### config.mk
export PLATFORM = sky130hd
export DESIGN_NAME = video_snapshot
export DESIGN_NICKNAME = d
export VERILOG_FILES = /design/src/rtl/video_snapshot_pkg.sv /design/src/rtl/video_snapshot_ram.sv /design/src/rtl/video_snapshot.sv
export SDC_FILE = /design/constraint.sdc
export NUM_CORES = 2
export LEC_CHECK = 0
export CAP_MARGIN = 40
export CORE_MARGIN = 5
export CORE_UTILIZATION = 45
export DETAILED_ROUTE_END_ITERATION = 8
export PLACE_DENSITY = 0.7
export SETUP_SLACK_MARGIN = 0.5
export SYNTH_ARGS = -nofsm -noshare
export SYNTH_HDL_FRONTEND = slang
export SYNTH_SLANG_ARGS = --single-unit
export TNS_END_PERCENT = 20
### constraint.sdc
create_clock -name sys_clk -period 11 [get_ports sys_clk]
set_input_delay 1.1 -clock sys_clk [delete_from_list [all_inputs] [get_ports sys_clk]]
set_output_delay 1.1 -clock sys_clk [all_outputs]
set_load 0.02 [all_outputs]
### src/rtl/video_snapshot_pkg.sv
// Shared definitions for the video snapshot block: FSM state encoding,
// the abort command code, the default snapshot depth and the byte
// formatter that splits a 12-bit sample into its two response bytes.
package video_snapshot_pkg;

    typedef logic [1:0] state_t;

    localparam state_t ST_IDLE      = 2'd0;
    localparam state_t ST_WAIT_TRIG = 2'd1;
    localparam state_t ST_CAPTURE   = 2'd2;
    localparam state_t ST_READY     = 2'd3;

    localparam logic [7:0] ABORT_CODE = 8'h00;

    localparam int MAX_SAMPLES_DEFAULT = 127;

    // High byte carries sample[11:8] in its low nibble, low byte carries sample[7:0].
    function automatic logic [7:0] sample_byte(input logic [11:0] s, input logic lo);
        return lo ? s[7:0] : {4'b0000, s[11:8]};
    endfunction

endpackage

### src/rtl/video_snapshot_ram.sv
// Snapshot sample buffer: simple dual-port RAM, one write port and one
// synchronous read port (one cycle read latency, contents not reset).
module snapshot_ram #(
    parameter int DEPTH = 127,
    parameter int DW    = 12,
    parameter int AW    = 7
) (
    input  logic          clk,
    input  logic          we,
    input  logic [AW-1:0] waddr,
    input  logic [DW-1:0] wdata,
    input  logic [AW-1:0] raddr,
    output logic [DW-1:0] rdata
);

    logic [DW-1:0] mem [DEPTH];

    // Write port.
    always_ff @(posedge clk) begin
        if (we) begin
            mem[waddr] <= wdata;
        end
    end

    // Registered read port.
    always_ff @(posedge clk) begin
        rdata <= mem[raddr];
    end

endmodule

### src/rtl/video_snapshot.sv
// Video snapshot: on a sample-count command, waits for the trigger,
// captures that many video samples into a buffer, then offers them to
// the command encoder as a show-ahead byte stream (two bytes per sample).
// Command byte 0x00 aborts from any state.
// Optional feature macro: VIDEO_SNAPSHOT_TRIG_EN -- when defined, capture
// is armed by a rising edge of hd; otherwise capture starts right away.
module video_snapshot
    import video_snapshot_pkg::*;
#(
    parameter int MAX_SAMPLES = MAX_SAMPLES_DEFAULT,
    parameter int DW          = 12
) (
    input  logic          sys_clk,
    input  logic          n_rst,
    input  logic [7:0]    master_data,
    input  logic          in_ena,
    input  logic [DW-1:0] q_data,
    input  logic          q_valid,
    input  logic          hd,
    input  logic          rdreq,
    output logic [7:0]    out_data,
    output logic          have_msg,
    output logic [7:0]    len,
    output logic          busy
);

    localparam int AW = (MAX_SAMPLES > 1) ? $clog2(MAX_SAMPLES) : 1;

    state_t state_q, state_d;
    logic [7:0] count_q, count_d;
    logic [7:0] wr_ptr_q, wr_ptr_d;
    logic [7:0] rd_byte_q, rd_byte_d;
    logic [7:0] len_q, len_d;
    logic have_msg_q, have_msg_d;
    logic fwd_q, fwd_d;
    logic [DW-1:0] fwd_data_q;

    logic abort;
    logic trig_hit;
    logic capture_en;
    logic [AW-1:0] wr_addr;
    logic [AW-1:0] rd_addr;
    logic [DW-1:0] ram_rdata;
    logic [DW-1:0] cur_sample;
    logic [11:0] cur_sample12;

`ifdef VIDEO_SNAPSHOT_TRIG_EN
    logic hd_q;

    // Previous hd level for rising-edge detection.
    always_ff @(posedge sys_clk) begin
        if (!n_rst) begin
            hd_q <= 1'b0;
        end else begin
            hd_q <= hd;
        end
    end

    assign trig_hit = hd && !hd_q;
`else
    logic unused_hd;
    assign unused_hd = hd;
    assign trig_hit  = 1'b1;
`endif

    assign abort = in_ena && (master_data == ABORT_CODE);

    // A write happens in CAPTURE on every q_valid; in WAIT_TRIG only when the
    // trigger edge and a sample coincide (without the trigger feature WAIT_TRIG
    // just hands over to CAPTURE and takes no sample).
`ifdef VIDEO_SNAPSHOT_TRIG_EN
    assign capture_en = !abort && q_valid &&
                        ((state_q == ST_CAPTURE) || ((state_q == ST_WAIT_TRIG) && trig_hit));
`else
    assign capture_en = !abort && q_valid && (state_q == ST_CAPTURE);
`endif

    assign wr_addr = wr_ptr_q[AW-1:0];
    // Read address follows the next-cycle byte pointer so the RAM output
    // already holds the current sample when the byte is presented.
    assign rd_addr = rd_byte_d[AW:1];

    // Next-state and pointer logic; abort overrides everything else.
    always_comb begin
        state_d    = state_q;
        count_d    = count_q;
        wr_ptr_d   = wr_ptr_q;
        rd_byte_d  = rd_byte_q;
        len_d      = len_q;
        have_msg_d = have_msg_q;

        if (abort) begin
            state_d    = ST_IDLE;
            count_d    = 8'd0;
            wr_ptr_d   = 8'd0;
            rd_byte_d  = 8'd0;
            len_d      = 8'd0;
            have_msg_d = 1'b0;
        end else begin
            case (state_q)
                ST_IDLE: begin
                    if (in_ena) begin
                        count_d  = (master_data > 8'(MAX_SAMPLES)) ? 8'(MAX_SAMPLES) : master_data;
                        wr_ptr_d = 8'd0;
                        state_d  = ST_WAIT_TRIG;
                    end
                end
                ST_WAIT_TRIG: begin
                    if (trig_hit) begin
                        state_d = ST_CAPTURE;
                    end
                end
                ST_CAPTURE: begin
                    state_d = ST_CAPTURE;
                end
                default: begin
                    if (rdreq && have_msg_q) begin
                        if (rd_byte_q == len_q - 8'd1) begin
                            state_d    = ST_IDLE;
                            rd_byte_d  = 8'd0;
                            len_d      = 8'd0;
                            have_msg_d = 1'b0;
                        end else begin
                            rd_byte_d = rd_byte_q + 8'd1;
                        end
                    end
                end
            endcase

            if (capture_en) begin
                wr_ptr_d = wr_ptr_q + 8'd1;
                if (wr_ptr_q + 8'd1 == count_q) begin
                    state_d    = ST_READY;
                    have_msg_d = 1'b1;
                    len_d      = {count_q[6:0], 1'b0};
                    rd_byte_d  = 8'd0;
                end
            end
        end
    end

    // Forward a sample written to the address being read in the same cycle,
    // since the RAM returns the old contents on such a collision.
    always_comb begin
        fwd_d = capture_en && (wr_addr == rd_addr);
    end

    // Control registers.
    always_ff @(posedge sys_clk) begin
        if (!n_rst) begin
            state_q    <= ST_IDLE;
            count_q    <= 8'd0;
            wr_ptr_q   <= 8'd0;
            rd_byte_q  <= 8'd0;
            len_q      <= 8'd0;
            have_msg_q <= 1'b0;
            fwd_q      <= 1'b0;
        end else begin
            state_q    <= state_d;
            count_q    <= count_d;
            wr_ptr_q   <= wr_ptr_d;
            rd_byte_q  <= rd_byte_d;
            len_q      <= len_d;
            have_msg_q <= have_msg_d;
            fwd_q      <= fwd_d;
        end
    end

    // Forwarded sample data (no reset needed, qualified by fwd_q).
    always_ff @(posedge sys_clk) begin
        fwd_data_q <= q_data;
    end

    snapshot_ram #(
        .DEPTH (MAX_SAMPLES),
        .DW    (DW),
        .AW    (AW)
    ) u_ram (
        .clk   (sys_clk),
        .we    (capture_en),
        .waddr (wr_addr),
        .wdata (q_data),
        .raddr (rd_addr),
        .rdata (ram_rdata)
    );

    // Current sample zero-extended to 12 bits and split into the current byte.
    always_comb begin
        cur_sample   = fwd_q ? fwd_data_q : ram_rdata;
        cur_sample12 = '0;
        cur_sample12[DW-1:0] = cur_sample;
        out_data = have_msg_q ? sample_byte(cur_sample12, rd_byte_q[0]) : 8'h00;
    end

    assign have_msg = have_msg_q;
    assign len      = len_q;
    assign busy     = (state_q == ST_WAIT_TRIG) || (state_q == ST_CAPTURE);

endmodule
# After elaboration in Yosys (flattened, before gate mapping)

Memory sizes are Yosys's and may differ from the RTL's. A register that Yosys moved wholly into a read port is not among the register bits.
Index checks and enable logic that the tools add are counted.

Register bits: 48
Latch bits: 0
RAM bits: 1524
Bits in read-only memories: 0
Input bits: 26
Output and inout port bits: 18
Word-level logic and storage cells: 67
Memories kept: 1

Memories:

| memory    | depth | width | read ports | clocked after Yosys merged registers in | write ports | RTL line                 | text |
|---|---|---|---|---|---|---|---|
| u_ram.mem | 127   | 12    | 1          | 1                                       | 1           | video_snapshot_ram.sv:16 | `logic [DW-1:0] mem [DEPTH];` |

$add $sub $neg: 3
Multiply operators: 0
Div/mod/pow operators: 0
Order comparisons: 1
Equality and inequality tests: 5
Shift operators: 0
Multiplexer cells: 31
Bitwise operators: 1
Reduce and logical (&&, ||, !) cells: 16

Operators with widths:

| cell                  | count |
|---|---|
| $mux W8               | 17 |
| $add A8 B1 Y8 const B | 2 |
| $eq A8 B8 Y1          | 2 |
| $mux W12              | 1 |
| $mux W2               | 5 |
| $gt A8 B7 Y1 const B  | 1 |
| $logic_not A8 Y1      | 1 |
| $sub A8 B1 Y8 const B | 1 |
| $eq A7 B7 Y1          | 1 |
| $mux W1               | 7 |
| $logic_and A1 B1 Y1   | 5 |
| $pmux W2 S2           | 1 |
| $reduce_and A2 Y1     | 2 |
| $reduce_bool A2 Y1    | 2 |
| $reduce_or A2 Y1      | 2 |
| $reduce_or A3 Y1      | 1 |
| $eq A2 B1 Y1 const B  | 1 |
| $eq A2 B2 Y1 const B  | 1 |
| $logic_not A2 Y1      | 1 |
| $logic_not A1 Y1      | 1 |
| $logic_or A1 B1 Y1    | 1 |
| $not A1 Y1            | 1 |

# Logic depth before layout (Yosys ltp)

Word-level depth: 10
Gate-level depth with buffers: 18

# Modules after synthesis

Synthesis repeated with hierarchy kept, for this count alone.

Cells, all modules: 2991
Area, all modules: 62099.6 sq um

By module, submodules not included:

| module         | instances | cells an instance | area an instance (sq um) | sequential area each (sq um) |
|---|---|---|---|---|
| snapshot_ram   | 1         | 2662              | 59334.4                  | 46004.1 |
| video_snapshot | 1         | 329               | 2765.2                   | 960.9 |

# Worst setup path before layout

No wires, ideal clock.

Kind: input to register
Start point: in master_data[7]
End point: reg u_ram.rdata[10], read port of u_ram.mem
Data arrival time: 4.000 ns
Path slack: 6.866 ns
Stages on the path: 16
Path buffers: 6
Path through: buf_2 nor4_2 and3_1 buf_2 nor2_1 and4_1 a21o_1 buf_4 nor2_4 buf_2 buf_2 buf_2 nand4_1 a31oi_1 nor3_1 or4_1

Longest elaborated chain between the ends: 7

Ends and longest elaborated chain:

| element                           | RTL line                 | text |
|---|---|---|
| start: declaration                | video_snapshot.sv:15     | `input logic [7:0] master_data,` |
| $logic_not A8 Y1 *                | video_snapshot.sv:66     | `assign abort = in_ena && (master_data == ABORT_CODE);` |
| $logic_and A1 B1 Y1 *             | video_snapshot.sv:66     |  |
| $logic_not A1 Y1                  | video_snapshot.sv:75     | `assign capture_en = !abort && q_valid && (state_q == ST_CAPTURE);` |
| $logic_and A1 B1 Y1 (2 in series) | video_snapshot.sv:75     |  |
| $mux W8                           | video_snapshot.sv:130    | `if (capture_en) begin` |
| $mux W8 *                         | video_snapshot.sv:92     | `if (abort) begin` |
| end: declaration                  | video_snapshot_ram.sv:13 | `output logic [DW-1:0] rdata` |

Mark *: on every way between the ends. The rest lies on a longest branch, timed or not.
A chain may end at the register's enable or synchronous reset.

# Worst setup path in the final report

Ends and elaborated chain as after synthesis.

==> impl_metrics.toml <==
[cts]
postCtsSetupRepairBufs = 0
ctsHoldBuffers = 0
clk_latency_ns = 0.78
postCtsResizedCells = 0
htree_levels = 4
cts_tree = "done"
clkSinkCount = 1584
worst_setup_hold_path_clk_slew_ns = 0.06
root_buffer = "clkbuf_16"
clockBufferDepth = 3
numCtsBuffers = 158

[grt]
grt_pass1_wl_um = 251500
gr-total-overflow = 0
grt_pass1_vias = 38520
grt.total_usage_pct = 22.64
antenna_found_initial = 5
grt_max_degree = 150

[logic_synthesis]
yosysMostFrequentCell = "edfxtp_1"
async_flop_share_pct = 0
syn_inst = 4489
yosysUniqueCellTypes = 81
yosys_warnings = 0
yosys.area.top_type = "edfxtp_1"
ys_top_cells_by_area = "edfxtp_1, nand2_1, mux2i_1, dfxtp_1, a21oi_1"
synth_area_um2 = 63640
synth_edf_count = 1524
synth.avg_cell_area_um2 = 14.18
ys_top_cells_by_count = "edfxtp_1, nand2_1, a21oi_1"
yosysSeqAreaShare_pct = 73.79
synth_top_area_share_pct = 71.91
synth_seq_cells = 1584
synth_nets = 4521
synth_ff_type = "edfxtp_1"

[pwr]
p_seq_share_pct = 52.8
vdd_drop_max_mv = 0.1573
combPwrFrac_pct = 6.7
p_sw_mw = 2.875
p_per_area_nw_per_um2 = 175.3
switching_share_pct = 22.77
p_int_mw = 9.753
pwr-share-clk_pct = 40.5
p_leak_nw = 24.51

[sta]
fmax_mhz = 147.5
rsz0062_at_grt = "no"
finalHoldViolCount = 0
fin_skew_ns = 0.03772
slew_headroom_pct = 35.30
finalSetupViolations = 0
hold_slack_ns = 0.4883
layout_min_cycle_time_ns = 6.781
drv_slew = 0
finalSetupTns_ns = 0
period_share_pct = 61.65
tightest_slew_ns = 0.9705

[floorplanning]
ios = 44
fp.dieArea_um2 = 149100
die_h_um = 386.1
initial_core_util_pct = 45.12
core_area_um2 = 141100
die_w_um = 386.1
rows = 138

[placed_design]
place_hpwl_um = 99780
io_buffers = 42
globalplace.congestion = 0.8731

[outcome]
status = "finished, final reports clean"

[setup_path]
rr_worst_depth = 14
cp_max_fo = 61
crit_arrival_ns = 7.50
crit_type = "input pin to register"
start_kind = "input pin"
crit_required_ns = 11.72
worst_setup_path_end_kind = "register"

[min_path]
holdPathStages = 2
hold_class = "register to register"

[cells_and_area]
finalNetCount = 4618
synthToLayoutAreaGrowth_pct = 13.22
drive_above_1_share_pct = 11.02

[detailed_routing]
via_per_inst = 6.074
ant_nets = 0
drt-initial-drc-count = 5690
vias = 40152
routed_wl_um = 171900
drt_first_pass_iters = 8
wire_per_inst_um = 26.01
post-route-drc-count = 0

[flow_run]
maxCapViolations = 0
==> worst max-delay path: stages <==
cell	delay (ns)
clkdlybuf4s50_1	0.54
nor4_2	0.40
and3_1	0.46
nor2_1	0.18
and4_1	0.25
a21o_1	0.40
buf_8	0.25
nor2_4	0.70
buf_4	0.70
buf_4	0.69
a21oi_1	0.17
a211oi_1	0.49
a2111oi_0	0.14
nor4_1	0.72
or4_1	0.21
==> final cells by class <==
type,count,area [µm²]
antenna,3,7.507
clock buffer,207,4232
clock inverter,84,640.6
fill,11373,69010
inverter,8,30.03
multi-input combinational,2580,15340
sequential,1584,46970
tap,1890,2365
timing repair buffer,254,2474
==> registers in the layout, summed over array words and instances (netlist names) <==
name / cells
fwd_q: 1
u_ram.rdata: 12
u_ram.mem: 1524
state_q: 2
rd_byte_q: 8
fwd_data_q: 12
len: 8
have_msg: 1
count_q: 8
wr_ptr_q: 8
==> cell usage in the layout, fill, tap and decap left out, types with 15 or more instances in the layout <==
master              n
edfxtp_1         1524
nand2_1           769
a21oi_1           238
nand3_1           194
mux2i_1           183
nor2_1            172
clkbuf_16         161
buf_4             152
a31oi_1           118
a211oi_1          101
and3_1             89
o22ai_1            68
dfxtp_1            60
buf_6              47
a21boi_0           46
a32oi_1            45
mux2_2             43
clkbuf_1           43
clkinv_1           38
o21ai_0            36
a221oi_1           36
a22oi_1            35
nor3_1             33
clkdlybuf4s50_1    30
o21bai_1           27
or3_1              26
a211o_1            26
clkinv_2           26
nand4_1            25
or4_1              25
nor4_1             18
o211ai_1           16
and2_1             15
==> logic make-up after synthesis <==
group	share of synthesized area, %
simple gates	10.06
buf+inv	2.265
flops	73.79
mux	3.780
xor+xnor	0.3303
fa+ha+maj	0.1180
compound gates	9.659
==> worst paths after layout <==
check             slack (ns)                       to                startpoint
hold / removal          0.49  count_q[7]$_SDFFE_PP0P_   count_q[7]$_SDFFE_PP0P_
setup / recovery        4.22  u_ram.rdata[10]$_DFF_P_            master_data[7]
hold reg to reg         0.49  count_q[7]$_SDFFE_PP0P_   count_q[7]$_SDFFE_PP0P_
setup reg to reg        4.43  u_ram.rdata[10]$_DFF_P_  wr_ptr_q[2]$_SDFFE_PP0P_
==> per-layer routing <==
layer,global-route usage [%],vias to the layer above,share of wire (%)
met5,0,-,0.0087
met4,8.381,2,3.6
met3,5.542,327,11
met2,35.50,2216,46
met1,30.90,20115,39
li1,-,17492,-
==> power groups by stage <==
stage / logic [mW] / clock network (mW) / registers, mW
2_1_floorplan: 0.499 / 0 / 6.78
3_3_place_gp: 0.806 / 0 / 6.79
3_5_place_dp: 0.839 / 0 / 6.79
4_1_cts: 0.844 / 5.16 / 6.66
5_1_grt: 0.909 / 5.41 / 6.66
6_report: 0.852 / 5.11 / 6.66
==> metrics by stage <==
step           setup WS (ns)  cell area, µm²  utilization [%]  power, mW  std cells
2_1_floorplan          6.866           63640                -      7.276       4489
3_3_place_gp           3.522           65940            46.74      7.595       6208
3_5_place_dp           3.712           67140            47.60      7.628       6314
4_1_cts                4.414           72020            51.05      12.66       6605
5_1_grt                4.033           72050            51.08      12.98       6608
6_report               4.219           72060            51.08      12.63       6610
No activity file was read; power rests on OpenSTA's default activity.
